<file path="config.mk">
export PLATFORM = sky130hd
export DESIGN_NAME = freq_meter
export DESIGN_NICKNAME = d
export VERILOG_FILES = /design/src/rtl/freq_meter.sv
export SDC_FILE = /design/constraint.sdc
export NUM_CORES = 1
export LEC_CHECK = 0
export CAP_MARGIN = 20
export CORE_AREA = 8 8 107 109
export CTS_BUF_LIST = sky130_fd_sc_hd__clkbuf_16
export CTS_CLUSTER_SIZE = 16
export DETAILED_ROUTE_END_ITERATION = 8
export DIE_AREA = 0 0 115 117
export PLACE_DENSITY = 0.5
export SLEW_MARGIN = 20
export SYNTH_ARGS = -nofsm -noshare
export SYNTH_HDL_FRONTEND = slang
export SYNTH_SLANG_ARGS = --single-unit
</file>
<file path="constraint.sdc">
create_clock -name clk50MHz -period 4.34 [get_ports clk50MHz]
set_clock_uncertainty 0.15 [all_clocks]
set_input_delay 0.868 -clock clk50MHz [delete_from_list [all_inputs] [get_ports clk50MHz]]
set_output_delay 0.868 -clock clk50MHz [all_outputs]
set_load 0.01 [all_outputs]
</file>
<file path="src/rtl/freq_meter.sv">
// Counts synchronized rising edges of sig_in over a GATE_CYCLES window; result held on freq_count/overflow.
// Latency: busy for exactly GATE_CYCLES cycles after start, then freq_valid is held until freq_ack.
module freq_meter #(
  parameter int GATE_CYCLES = 50000,
  parameter int COUNT_W     = 16,
  parameter int SYNC_STAGES = 2
) (
  input  logic               clk50MHz,
  input  logic               reset_n,
  input  logic               sig_in,
  input  logic               start,
  input  logic               freq_ack,
  output logic               busy,
  output logic               freq_valid,
  output logic [COUNT_W-1:0] freq_count,
  output logic               overflow
);

  localparam int GATE_W = (GATE_CYCLES > 1) ? $clog2(GATE_CYCLES) : 1;
  localparam logic [GATE_W-1:0] GATE_LAST = GATE_W'(GATE_CYCLES - 1);

  typedef enum logic [1:0] {
    S_IDLE    = 2'd0,
    S_MEASURE = 2'd1,
    S_DONE    = 2'd2
  } state_t;

  state_t                 r_state;
  logic [SYNC_STAGES-1:0] r_sync;
  logic                   r_prev;
  logic [GATE_W-1:0]      r_gate_cnt;
  logic [COUNT_W-1:0]     r_edge_cnt;
  logic                   r_sat;
  logic                   r_busy;
  logic                   r_valid;
  logic [COUNT_W-1:0]     r_count;
  logic                   r_ovf;

  logic                   w_sync_out;
  logic                   w_rise;
  logic                   w_cnt_max;
  logic                   w_inc;
  logic [COUNT_W-1:0]     w_next_cnt;
  logic                   w_next_sat;

  assign w_sync_out = r_sync[SYNC_STAGES-1];
  assign w_rise     = w_sync_out & ~r_prev;
  assign w_cnt_max  = &r_edge_cnt;
  assign w_inc      = w_rise & ~w_cnt_max;
  assign w_next_cnt = r_edge_cnt + {{(COUNT_W-1){1'b0}}, w_inc};
  assign w_next_sat = r_sat | (w_rise & w_cnt_max);

  // The prev flop runs in every state so a level already high at start is not seen as an edge.
  always_ff @(posedge clk50MHz or negedge reset_n) begin
    if (!reset_n) begin
      r_sync <= '0;
      r_prev <= 1'b0;
    end else begin
      r_sync <= {r_sync[SYNC_STAGES-2:0], sig_in};
      r_prev <= w_sync_out;
    end
  end

  always_ff @(posedge clk50MHz or negedge reset_n) begin
    if (!reset_n) begin
      r_state    <= S_IDLE;
      r_gate_cnt <= '0;
      r_edge_cnt <= '0;
      r_sat      <= 1'b0;
      r_busy     <= 1'b0;
      r_valid    <= 1'b0;
      r_count    <= '0;
      r_ovf      <= 1'b0;
    end else begin
      case (r_state)
        S_IDLE: begin
          if (start) begin
            r_state    <= S_MEASURE;
            r_gate_cnt <= '0;
            r_edge_cnt <= '0;
            r_sat      <= 1'b0;
            r_busy     <= 1'b1;
          end
        end
        S_MEASURE: begin
          r_edge_cnt <= w_next_cnt;
          r_sat      <= w_next_sat;
          r_gate_cnt <= r_gate_cnt + 1'b1;
          if (r_gate_cnt == GATE_LAST) begin
            r_state <= S_DONE;
            r_busy  <= 1'b0;
            r_valid <= 1'b1;
            r_count <= w_next_cnt;
            r_ovf   <= w_next_sat;
          end
        end
        S_DONE: begin
          if (freq_ack) begin
            r_valid <= 1'b0;
            if (start) begin
              r_state    <= S_MEASURE;
              r_gate_cnt <= '0;
              r_edge_cnt <= '0;
              r_sat      <= 1'b0;
              r_busy     <= 1'b1;
            end else begin
              r_state <= S_IDLE;
            end
          end
        end
        default: begin
          r_state <= S_IDLE;
          r_busy  <= 1'b0;
          r_valid <= 1'b0;
        end
      endcase
    end
  end

  assign busy       = r_busy;
  assign freq_valid = r_valid;
  assign freq_count = r_count;
  assign overflow   = r_ovf;

endmodule

</file>
# Word level (Yosys, flattened, before mapping)
# Index checks and enable logic that the tools add are counted.
[word_totals] wordCells=54 ff_bits=57 output_inout_bits=19 input_bits=5
[op_classes] bitwise=7 reduce_logical=8 eq_ne=6 addsub=2 muxes=21
[ops] operator="$pmux 16 s3" count=2
[ops] operator="$mux 16" count=4
[ops] operator="$add 16x1->16" count=1
[ops] operator="$add 16x1->16 const B" count=1
[ops] operator="$eq 16x16->1 const B" count=1
[ops] operator="$reduce_and 16->1" count=1
[ops] operator="$pmux 1 s3" count=3
[ops] operator="$mux 1" count=8
[ops] operator="$mux 2" count=3
[ops] operator="$ne 2x2->1 const B" count=3
[ops] operator="$pmux 2 s3" count=1
[ops] operator="$reduce_and 2->1" count=3
[ops] operator="$reduce_and 3->1" count=2
[ops] operator="$and 1x1->1" count=3
[ops] operator="$not 1->1" count=3
[ops] operator="$reduce_bool 3->1" count=1
[ops] operator="$eq 2x1->1 const B" count=1
[ops] operator="$eq 2x2->1 const B" count=1
[ops] operator="$logic_not 2->1" count=1
[ops] operator="$or 1x1->1" count=1

# Logic depth before layout (Yosys ltp)
[logic_depth] depth_word=5 mapped_depth=11 ltp_nobuf=9

# Least setup slack after synthesis
# Ideal clock, no wire load.
[synth_path] kind="register to register" startpoint="register r_edge_cnt[2]" endpoint="register r_count[12] (netlist: freq_count[12])" period_less_slack_ps=2570 setup_slack_ps=1770 t_arrival_ps=2294 required_time_ps=4065 setup_time_ps=125 stages_incl_launch_ff=12 n_path_buf=2 path_cell_list="dfrtp_1 -> clkbuf_1 -> nand4_1 -> nor4_1 -> nor2b_1 -> ha_1 -> ha_1 -> clkbuf_1 -> and2_1 -> nand4_1 -> xnor2_1 -> o21ai_1"
[synth_between] elab_chain_cells=4
[synth_rtl] element="start: declaration" line="32" source="logic [COUNT_W-1:0] r_edge_cnt;"
[synth_rtl] element="start signal: assignment" line="86" source="r_edge_cnt <= w_next_cnt;"
[synth_rtl] element="$reduce_and 16->1" line="48" source="assign w_cnt_max = &r_edge_cnt;"
[synth_rtl] element="$not 1->1" line="49" source="assign w_inc = w_rise & ~w_cnt_max;"
[synth_rtl] element="$and 1x1->1" line="49"
[synth_rtl] element="$add 16x1->16 *" line="50" source="assign w_next_cnt = r_edge_cnt + {{(COUNT_W-1){1'b0}}, w_inc};"
[synth_rtl] element="end signal: assignment" line="93" source="r_count <= w_next_cnt;"
[synth_rtl] element="end: declaration" line="36" source="logic [COUNT_W-1:0] r_count;"
# Mark *: on every way between the ends. The rest lies on a longest branch, timed or not.
# A chain may end at the register's enable or synchronous reset.

# Final worst setup path
[layout_path] startpoint="register r_gate_cnt[10]" endpoint="register r_count[0] (netlist: freq_count[0])"
[layout_between] elab_chain_cells=2
[layout_rtl] element="start: declaration" line="31" source="logic [GATE_W-1:0] r_gate_cnt;"
[layout_rtl] element="start signal: assignment" line="88" source="r_gate_cnt <= r_gate_cnt + 1'b1;"
[layout_rtl] element="$eq 16x16->1" line="89" source="if (r_gate_cnt == GATE_LAST) begin"
[layout_rtl] element="$reduce_and 2->1 (no line)"
# No other way between the ends.

==> impl_metrics.toml <==
[run_status]
status = "finished, final reports clean"

[logic_synthesis]
synth_top_cell_area_share_pct = 50.0
synth_top_family_by_area = "compound AO/OA/AOI/OAI gates"
synthMuxAreaShare_pct = 1.84
synthSimpleGateAreaFrac_pct = 18.0
async_flop_share_pct = 100
avgSynthCellArea_sq_um = 9.66
synth_warnings = 0
synth_xor_area_share_pct = 5.84
synth_area_sq_um = 2850
synth_fp_nets = 304
synthAdderAreaFrac_pct = 1.76
synth-main-ff-cell = "dfrtp_1"
ys_types = 42
yosys-top-cells-count = "57 x dfrtp_1, 36 x o21ai_0, 18 x nand2_1"
synthCells = 295
yosysMostFrequentCell = "dfrtp_1"
synth_edf_count = 0
ys_ff_latch = 57
synth-compound-area-share_pct = 18.4
ys_seq_area_share_pct = 50.0
synth_largest_area_cell = "dfrtp_1"
synth_area_leaders = "dfrtp_1 50%, o21ai_0 6.3%, xnor2_1 5.2%"

[timing]
tns_ps = 0
post-route-min-period_ps = 3090
grt_setup_unrepaired = "false"
tightest_slew_ps = 1050
setup_viol = 0
report.final.hold_viol_count = 0
slew_headroom_pct = 29.9
clock.fmax_mhz = 324
maxSlewViolCount = 0
final.period_utilization_pct = 71.2

[placed_design]
place_hpwl_microns = 4360
place.gp.congestion = 0.742
dpl-instance-area_sq_um = 3180
io_buffers = 23

[cts]
cts_tree = "done"
cts_sinks = 57
clk_pin_slew_worst_paths_ps = 50
root_buffer = "clkbuf_16"
hold_buffers = 0
cts_buffers = 9
cts_setup_buffers = 0
cts_buffer_depth = 2
cts_resized = 0
clock_latency_ps = 320
htreeDepth = 3

[worst_setup_path]
required_ps = 4390
cp.arrival_ps = 3140
crit_fanout = 19
crit_type = "flop to flop"
critPathCaptureType = "flop"
startpoint_type = "flop"

[power_and_ir_drop]
leakagePower_nw = 1.40
power-per-cell-area_nw_per_um2 = 442
vdd_drop_max_v = 0.000214

[routing]
drcViolationCount = 0
dr.pass1.iters = 4
viasPerCell = 4.94
vias = 2242
drtAntennaViolNets = 0
wl_microns = 6700
drt_iter0_drc = 142
avgRoutedWirePerCell_microns = 14.7

[layout]
n_antenna_cell = 0
fin_util_pct = 34.9
drive_above_1_share_pct = 6.60
design_area_sq_um = 3460
nFillCells = 1036
areaGrowthSynthToFinish_pct = 21.4
nNetsFinal = 323

[global_route]
grt_pass1_vias = 2258
grt_pass1_wl_microns = 11300
overflow = 0
track_usage_pct = 10.7
grt_max_degree = 35
antenna_found_initial = 0

[min_path]
worstHoldPathType = "flop to flop"

[die]
core_area_sq_um = 9910
io_pins = 24
fp.dieH_microns = 117
core.rowCount = 37
die_w_microns = 115
start_util_pct = 28.8
die_area_sq_um = 13500

[flow_run]
max_cap_violations = 0
cell families (layout without fill, tap and decap cells):
group | Yosys count | in the layout
muxes | 4 | 4
and+or+nand+nor | 93 | 93
xor gates and xnor gates | 19 | 19
AOI/OAI and AO/OA | 91 | 91
DFF | 57 | 57
adders and majority gates | 4 | 4
buffers and inverters | 27 | 50
state kept, by name (all words and copies together), names as in the netlist:
| signal | flops |
|---|---|
| r_state | 2 |
| overflow | 1 |
| freq_valid | 1 |
| r_edge_cnt | 16 |
| r_sync | 2 |
| r_prev | 1 |
| r_sat | 1 |
| r_gate_cnt | 16 |
| freq_count | 16 |
| busy | 1 |
cell type report:
cell class              count  area (sq um)  area share [%]
flip-flops and latches     57          1430            41.2
repair buffers             26           248            7.16
multi-input cells         211          1310            37.7
clock inverters             6          51.3            1.48
clock buffers               9           225            6.51
inverters                   9          33.8           0.976
well taps                 136           170            4.92
stage by stage:
| step | worst slack [ps] | power, mW | hold slack [ps] | instances |
|---|---|---|---|---|
| detailed placement | 1210 | 0.875 | 186 | 439 |
| global route | 1130 | 1.61 | 204 | 454 |
| floorplan | 1770 | 0.815 | 181 | 295 |
| global placement | 1240 | 0.868 | 183 | 439 |
| CTS | 1200 | 1.55 | 197 | 454 |
| finish | 1250 | 1.53 | 195 | 454 |
layer usage:
layer  share of wire (%)  GRT usage (%)
met5                   0              0
met2                  43           16.2
met3                 4.4           2.51
met1                  50           13.9
met4                 2.1           5.87
cells in the final DEF, fill, tap and decap left out, types with 4 or more instances in the layout:
master / count
clkdlybuf4s50_1: 22
nand3_1: 12
a21o_1: 4
o22ai_1: 4
inv_1: 10
nor3b_1: 4
nor4_1: 5
or3_1: 8
nand4_1: 11
xnor2_1: 17
nor2_1: 13
ha_1: 4
a21oi_1: 16
a22o_1: 5
o21ai_1: 14
and4_1: 4
clkbuf_16: 9
nand2_1: 18
nor2b_1: 4
o21ai_0: 36
dfrtp_1: 57
power by group:
part,internal (mW),switching (mW)
sequential,0.595,0.0911
clock,0.431,0.232
combinational,0.0883,0.0927
worst max-delay path, cell delays in order, from the launching register on:
cell and delay [ps]:
dfrtp_1 420, or4_1 500, or4_1 870, or2_1 620
mux2_4 400
final timing paths:
kind / start / endpoint / slack, ps / depth (start not counted)
min in group asynchronous: reset_n / freq_count[13] / 480 / 1
min: r_sync[0] / r_sync[1] / 200 / 0
min reg2reg: r_sync[0] / r_sync[1] / 200 / 0
max reg2reg: r_gate_cnt[10] / freq_count[0] / 1250 / 4
max in group asynchronous: reset_n / freq_count[1] / 2720 / 2
max: r_gate_cnt[10] / freq_count[0] / 1250 / 4
(Power assumes the default switching activity.)
==> RTL edit: new RTL, config.mk and constraints unchanged <==
Put one more register stage on the output `freq_count`, cleared by the reset. The value now appears one clock later. The other outputs are not delayed to match. Comments in the files are not updated.
--- a/src/rtl/freq_meter.sv
+++ b/src/rtl/freq_meter.sv
@@ -119,7 +119,13 @@
 
   assign busy       = r_busy;
   assign freq_valid = r_valid;
-  assign freq_count = r_count;
+  always_ff @(posedge clk50MHz or negedge reset_n) begin
+    if (!reset_n) begin
+      freq_count <= '0;
+    end else begin
+      freq_count <= r_count;
+    end
+  end
   assign overflow   = r_ovf;
 
 endmodule
Formal check against the unedited RTL: same outputs for any inputs over 10 cycles, from zero or initial values and one cycle with reset_n low; that may be too few to reach the edited logic, so the function may still have changed.
==> RTL edit against the unedited design <==
- largest cell class unchanged
- global-route usage increased by 0.58 points
- sequential cell count increased by 16
- power increased by 13%
- critical path type unchanged
- wire length increased by 3.2%
- synthesized cell count increased by 1.4%
- area after synthesis increased by 18%
- core utilization increased by 5.4 points
- die area unchanged
- worst setup slack improved by 190 ps
- design area increased by 16%
==> RTL edit: results (changes against the unedited design) <==
Critical path
  • CP arrival: 2960 ps (was 3140 ps)
  • Crit path max fanout: 8 (was 19)
  • Worst R2R End: r_count[14]$_DFFE_PN0P_ (was freq_count[0]$_DFFE_PN0P_)
  • FF-to-FF Start: r_edge_cnt[7]$_DFFE_PN0P_ (was r_gate_cnt[10]$_DFFE_PN0P_)
  • Reg2Reg Depth: 9 (was 4)

Synthesis
  • Synth cell count leaders: dfrtp_1 (73), nand2_1 (20), o21ai_0 (19), a21oi_1 (15), nand3_1 (13) (was dfrtp_1 (57), o21ai_0 (36), nand2_1 (18), xnor2_1 (17), a21oi_1 (16))
  • Synth Area in XOR/XNOR: 0.04417 (was 0.05838)
  • Dominant cells by area after synthesis: dfrtp_1 (54%), mux2_1 (4.0%), xnor2_1 (3.1%), o21ai_0 (2.8%), o31ai_1 (2.7%) (was dfrtp_1 (50%), o21ai_0 (6.3%), xnor2_1 (5.2%), a21oi_1 (2.8%), o21ai_1 (2.5%))
  • Compound-gate portion of the synthesized area: 0.1325 (was 0.1839)
  • Share of synthesized registers carrying an async set or reset: 1.000 (unchanged)
  • Post-synthesis mux area share: 0.05716 (was 0.01844)
  • Sequential area share after synthesis: 0.5419 (was 0.5004)
  • Synth Net Count: 308 (was 304)
  • Post-synthesis adder-cell area fraction: 0.01485 (was 0.01756)
  • Distinct cells, synth: 53 (was 42)

GRT
  • First-pass GRT wire length: 11640 um (was 11310 um)
  • Vias in the first global route: 2269 (was 2258)
  • Largest net degree at the start of global routing: 74 (was 35)
  • Total track usage: 0.1131 (was 0.1072)

Routing
  • Number of DRC markers in iteration 0: 98 (was 142)
  • Via/cell ratio: 5.037 (was 4.938)
  • Routed wire per std cell: 15.08 um (was 14.75 um)
  • Pre-antenna DRT Iters: 4 (unchanged)

Run status
  • Outcome: complete, no violations (unchanged)

Placement
  • DP HPWL: 4439 um (was 4361 um)
  • Global placement routability congestion: 0.7782 (was 0.7418)
  • Area after DPL: 0.003689 mm2 (was 0.003184 mm2)
  • Pre-CTS setup slack: 1330 ps (was 1212 ps)

Layout
  • P&R area growth vs syn: 18.67% (was 21.42%)
  • Final net count: 326 (was 323)
  • Layout cell share with drive strength beyond 1: 0.09317 (was 0.06604)
  • Fillers: 966 (was 1036)

Power
  • Worst vdd ir: 0.0002028 V (was 0.0002143 V)
  • Psw: 0.4309 mW (was 0.4157 mW)
  • LEAKAGE: 1.778 nW (was 1.397 nW)

Timing
  • Relative slew slack: 0.2714 (was 0.2990)
  • Period minus WS final: 2894 ps (was 3088 ps)

Clocking
  • Clock Path Buffers: 2 (unchanged)
-- RTL edit: critical path: stages, from the launching register on --
cell and delay [ps]:
dfrtp_1 460, nand4_1 290, nor3_1 100, a21boi_0 320, ha_1 220, ha_1 230, nand3_1 260, nor4_2 330
xor2_1 110, mux2_1 300
-- RTL edit: layout make-up --
cell class | instances | area share
clock buffer | 9 | 0.05630
clock inverter | 7 | 0.02158
inverter | 8 | 0.007507
multi-input combinational | 202 | 0.3585
sequential | 73 | 0.4567
tap | 136 | 0.04254
timing repair buffer | 23 | 0.05693
-- RTL edit: logic make-up (layout without fill, tap and decap cells) --
family                   after synthesis  in the layout
buffers and inverters                 24             47
adder cells (fa/ha/maj)                4              4
flip-flops                            73             73
multiplexers                          17             17
XOR/XNOR                              17             17
AND/OR/NAND/NOR                       94             94
AO/OA/AOI/OAI                         70             70
-- RTL edit: power groups by stage --
stage                     logic (mW)  clock network, mW  registers, mW
after floorplan                0.131                  0          0.779
after global placement         0.161                  0          0.802
after detailed placement       0.163                  0          0.801
after CTS                      0.164              0.800          0.790
after global routing           0.190              0.830          0.801
final                          0.161              0.777          0.792
-- RTL edit: worst min-delay path by stage --
stage                              startpoint             endpoint  slack (ps)
after floorplan           r_sync[0]$_DFF_PN0_  r_sync[1]$_DFF_PN0_         180
after CTS                 r_sync[0]$_DFF_PN0_  r_sync[1]$_DFF_PN0_         210
after global placement    r_sync[0]$_DFF_PN0_  r_sync[1]$_DFF_PN0_         190
final                     r_sync[0]$_DFF_PN0_  r_sync[1]$_DFF_PN0_         210
after detailed placement  r_sync[0]$_DFF_PN0_  r_sync[1]$_DFF_PN0_         190
after global routing      r_sync[0]$_DFF_PN0_  r_sync[1]$_DFF_PN0_         220
-- RTL edit: layer usage --
metal,global-route usage,wire length (um),share of wire
met5,0,0,0
met4,0.07093,198,0.029
met3,0.02822,339,0.049
met2,0.1586,2900,0.42
met1,0.1528,3470,0.50
-- RTL edit: metrics by stage --
step,instances,hold WS [ps]
3_3_place_gp,442,187.6
4_1_cts,458,208.1
6_report,458,205.9
5_1_grt,458,215.7
3_5_place_dp,442,194.9
2_1_floorplan,299,181.2
